File: src/rtl/interval_timer_pkg.sv
// Shared definitions for the interval timer: parameter-store address codes
// and the controller state encoding.
package interval_timer_pkg;

    localparam logic [1:0] ADDR_BASE = 2'b00;
    localparam logic [1:0] ADDR_EXTD = 2'b01;
    localparam logic [1:0] ADDR_YELL = 2'b10;

    typedef enum logic [1:0] {
        IDLE  = 2'b00,
        FETCH = 2'b01,
        LOAD  = 2'b10,
        COUNT = 2'b11
    } timer_state_t;

endpackage

File: src/rtl/interval_timer.sv
// Interval timer: fetches an interval length from the parameter store and
// counts it down on 1 Hz ticks, pulsing expired when it elapses.
//
//   state | meaning
//   ------+---------------------------------------------------------------
//   IDLE  | waiting for start_timer; time_left holds its last value
//   FETCH | address presented to the store; waiting for prg_sync_in low
//   LOAD  | store read data valid; copy into time_left
//   COUNT | decrement time_left on each one_hz_enable until it reaches 0
module interval_timer
    import interval_timer_pkg::*;
#(
    parameter int COUNT_W = 4
) (
    input  logic               clk,
    input  logic               sys_reset,
    input  logic               start_timer,
    input  logic [1:0]         interval_sel,
    input  logic               prg_sync_in,
    input  logic [COUNT_W-1:0] param_value,
    input  logic               one_hz_enable,
    output logic [1:0]         interval_address,
    output logic               busy,
    output logic [COUNT_W-1:0] time_left,
    output logic               expired
);

    localparam logic [COUNT_W-1:0] ONE = {{(COUNT_W-1){1'b0}}, 1'b1};

    timer_state_t state, state_nxt;
    logic         load_addr;
    logic         load_time;
    logic         dec_time;
    logic         fire;

    always_ff @(posedge clk or posedge sys_reset) begin
        if (sys_reset) begin
            state <= IDLE;
        end else begin
            state <= state_nxt;
        end
    end

    // A start request takes priority over everything else, so a restart that
    // coincides with the final tick or a zero-length load never fires.
    always_comb begin
        state_nxt = state;
        load_addr = 1'b0;
        load_time = 1'b0;
        dec_time  = 1'b0;
        fire      = 1'b0;
        case (state)
            IDLE: begin
                if (start_timer) begin
                    load_addr = 1'b1;
                    state_nxt = FETCH;
                end
            end
            FETCH: begin
                if (start_timer) begin
                    load_addr = 1'b1;
                end else if (!prg_sync_in) begin
                    state_nxt = LOAD;
                end
            end
            LOAD: begin
                if (start_timer) begin
                    load_addr = 1'b1;
                    state_nxt = FETCH;
                end else begin
                    load_time = 1'b1;
                    if (param_value == '0) begin
                        fire      = 1'b1;
                        state_nxt = IDLE;
                    end else begin
                        state_nxt = COUNT;
                    end
                end
            end
            COUNT: begin
                if (start_timer) begin
                    load_addr = 1'b1;
                    state_nxt = FETCH;
                end else if (one_hz_enable) begin
                    dec_time = (time_left != '0);
                    if (time_left <= ONE) begin
                        fire      = 1'b1;
                        state_nxt = IDLE;
                    end
                end
            end
            default: state_nxt = IDLE;
        endcase
    end

    always_ff @(posedge clk or posedge sys_reset) begin
        if (sys_reset) begin
            interval_address <= ADDR_BASE;
            time_left        <= '0;
            expired          <= 1'b0;
        end else begin
            expired <= fire;
            if (load_addr) begin
                interval_address <= interval_sel;
            end
            if (load_time) begin
                time_left <= param_value;
            end else if (dec_time) begin
                time_left <= time_left - ONE;
            end
        end
    end

    assign busy = (state != IDLE);

endmodule

File: config.mk
export PLATFORM = sky130hd
export DESIGN_NAME = interval_timer
export DESIGN_NICKNAME = d
export VERILOG_FILES = /design/src/rtl/interval_timer_pkg.sv /design/src/rtl/interval_timer.sv
export SDC_FILE = /design/constraint.sdc
export NUM_CORES = 1
export LEC_CHECK = 0
export BUFFER_PORTS_ARGS = -buffer_cell sky130_fd_sc_hd__buf_2
export CORE_MARGIN = 2
export CORE_UTILIZATION = 30
export DETAILED_ROUTE_END_ITERATION = 7
export GPL_ROUTABILITY_DRIVEN = 0
export HOLD_SLACK_MARGIN = 0.06
export PLACE_DENSITY = 0.54
export RECOVER_POWER = 25
export SYNTH_ARGS = -nofsm -noshare
export SYNTH_HDL_FRONTEND = slang
export SYNTH_SLANG_ARGS = --single-unit
export TNS_END_PERCENT = 10
File: constraint.sdc
create_clock -name clk -period 1.7 [get_ports clk]
set_input_delay 0.17 -clock clk [delete_from_list [all_inputs] [get_ports clk]]
set_output_delay 0.17 -clock clk [all_outputs]
set_load 0.05 [all_outputs]
==> flow_summary.ini <==
[status]
status = complete, no violations

[clock_network]
cts_setup_buffers = 0
cts_tree = built
cts.sinks = 9
clk-insertion-delay-late_ns = 0.28
h-tree-depth = 1
clk_pin_slew_ns = 0.08
clk_path_buf_depth = 2
cts-root-buf = clkbuf_4
cts_made_buffers = 3

[sta]
max_freq_mhz = 606
rsz0062_at_grt = false
period_needed_ns = 1.65
finalMaxSlewViolations = 0
worst_pin_slew_ns = 0.382
finalCritPeriodShare_pct = 97.1
slew_headroom_pct = 74.5
setup_tns_ns = 0
hold_violations = 0
setup_violations = 0
clock_skew_ns = 0.0168

[final_layout]
final_util_pct = 39.3
syn_to_final_growth_pct = 26.7
drive_gt1_share_pct = 41.5
fill_cells = 209
diodes = 0
design_area_um2 = 754
fin_cells = 109
nNetsFinal = 97

[floorplanning]
dieArea_um2 = 2360
dieHeight_um = 48.6
rows = 16
ios = 19
core_area_um2 = 1920
die_x_um = 48.6
start_util_pct = 31.0

[critical_path]
critical_path_peak_fanout = 5
start_kind = flop
worstPathArrival_ns = 1.84
endpoint_kind = flop
rr_worst_depth = 5
worst_ep_required_time_ns = 1.89
critical_path_class = reg -> reg

[logic_synthesis]
synth_xor_area_share_pct = 0
synth_compound_area_share_pct = 19.7
ys_warn_count = 0
synth-edff-count = 0
synth.top_cell.area_share_pct = 37.8
async_flop_share_pct = 100
synthAdderAreaFrac_pct = 6.30
synth.ff_latch_count = 9
synth_top_family_by_area = simple AND/OR/NAND/NOR gates
muxShareOfSynthArea_pct = 5.46
ys_seq_area_share_pct = 37.8
synth_nets = 75
synth_area_leaders = dfrtp_1, ha_1, mux2_2
ys_types = 32
synth_cells = 61
synth_area_um2 = 596
yosys.area.top_type = dfrtp_1
synth.avg_cell_area_um2 = 9.76
yosys.area_share.simple_pct = 25.0
synthFlopType = dfrtp_1

[run]
drv_cap = 0

[grt]
grtUsageTotal_pct = 14.4
grt_max_degree = 15
grt_pass1_wl_um = 2570
grt_overflow = 0
antenna_found_initial = 0
grt_pass1_vias = 542

[place]
dp_cells = 104
placed_area_um2 = 714
dp.final_hpwl_um = 1100
numPortBuffers = 18

[power_and_ir_drop]
ir_drop_v = 0.000582
design_power_total_mw = 1.02
power_density_nw_per_um2 = 1350
leakage_nw = 0.341

[route]
finalWirelength_um = 1520
vias = 573
drt-initial-drc-count = 8
viasPerCell = 5.26
ant_nets = 0
drc_errors = 0
first_pass_iters = 4
wl_per_cell_um = 14.0

[min_path]
hp-class = in -> reg
min_path_cells = 2
[area by class of cell]
| cell class | instances | area, um^2 | share of cell area (%) |
|---|---|---|---|
| clock buffer | 4 | 26.3 | 3.48 |
| inverter | 5 | 18.8 | 2.49 |
| multi-input combinational | 44 | 340 | 45.1 |
| sequential | 9 | 228 | 30.2 |
| tap | 27 | 33.8 | 4.48 |
| timing repair buffer | 20 | 108 | 14.3 |
[through the flow]
step	worst slack, ns	hold slack (ns)
2_1_floorplan	0.0448	-0.00222
3_3_place_gp	0.144	0.157
3_5_place_dp	0.0675	0.168
4_1_cts	0.0193	0.116
5_1_grt	0.00537	0.124
6_report	0.0495	0.122
[layer usage]
| metal | global-route usage, % | vias up | wire length, um |
|---|---|---|---|
| li1 | - | 269 | - |
| met1 | 17.7 | 275 | 704 |
| met2 | 22.0 | 23 | 707 |
| met3 | 3.09 | 6 | 76 |
| met4 | 11.0 | 0 | 36 |
| met5 | 0 | - | 0 |
[synthesized netlist by cell type, drive strengths merged (2+ instances only)]
library cell and n:
nor2 2, inv 5, a21oi 4, nand2 2
o21ai 2, nor3 3, o211ai 2, nand2b 3
mux2 2, buf 2, dfrtp 9, o2111ai 2
a211oi 2, nand3 2, ha 3
[registers in the layout, indices dropped and copies added (netlist names)]
signal,count
time_left,4
interval_address,2
state,2
expired,1
[critical path, stage by stage (launching register included)]
cell and delay (ns):
dfrtp_2 0.46, inv_2 0.09, ha_1 0.18, or3b_4 0.41, and3_4 0.20, a211oi_2 0.22
[cells in the final DEF, fill, tap and decap left out, drive strengths merged]
cell type	instances
a211oi	2
a21boi	1
a21oi	4
a221oi	1
and3	1
and3b	1
and4b	1
buf	19
clkbuf	4
dfrtp	9
dlygate4sd3	1
ha	3
inv	5
mux2	2
mux2i	1
nand2	2
nand2b	3
nand3	2
nand3b	1
nand4b	1
nor2	2
nor3	3
nor3b	1
nor4bb	1
o2111ai	2
o211a	1
o211ai	2
o21ai	2
o311ai	1
or2	1
or3b	1
or4	1
[kinds of logic (layout without fill, tap and decap cells)]
| group | count (synthesis) | after routing |
|---|---|---|
| multiplexers | 3 | 3 |
| flip-flops | 9 | 9 |
| buffers and inverters | 8 | 29 |
| AND/OR/NAND/NOR | 22 | 22 |
| adder cells (fa/ha/maj) | 3 | 3 |
| AO/OA/AOI/OAI | 16 | 16 |
[worst paths after layout]
path                                startpoint                  end  slack (ns)
setup / recovery                  time_left[0]         time_left[0]        0.05
hold / removal                 interval_sel[0]  interval_address[0]        0.12
setup reg to reg                  time_left[0]         time_left[0]        0.05
hold reg to reg            interval_address[1]  interval_address[1]        0.51
max in group asynchronous            sys_reset         time_left[0]        1.00
min in group asynchronous            sys_reset  interval_address[0]        0.40
[what timing repair did]
action | 4_1_cts | 5_1_grt
hold buffers | 1 | 0
setup endpoints to repair | 0 | 2
endpoints found under the hold margin | 9 | 0
resized for setup | 0 | 3
[power by group]
| group | total (mW) | internal, mW | leakage (nW) | switching (mW) |
|---|---|---|---|---|
| sequential | 0.362 | 0.270 | 0.103 | 0.0916 |
| combinational | 0.476 | 0.155 | 0.223 | 0.321 |
| clock | 0.180 | 0.0908 | 0.0150 | 0.0896 |
| total | 1.02 | 0.516 | 0.341 | 0.502 |
Note: power is estimated with default switching activity, not from simulation.
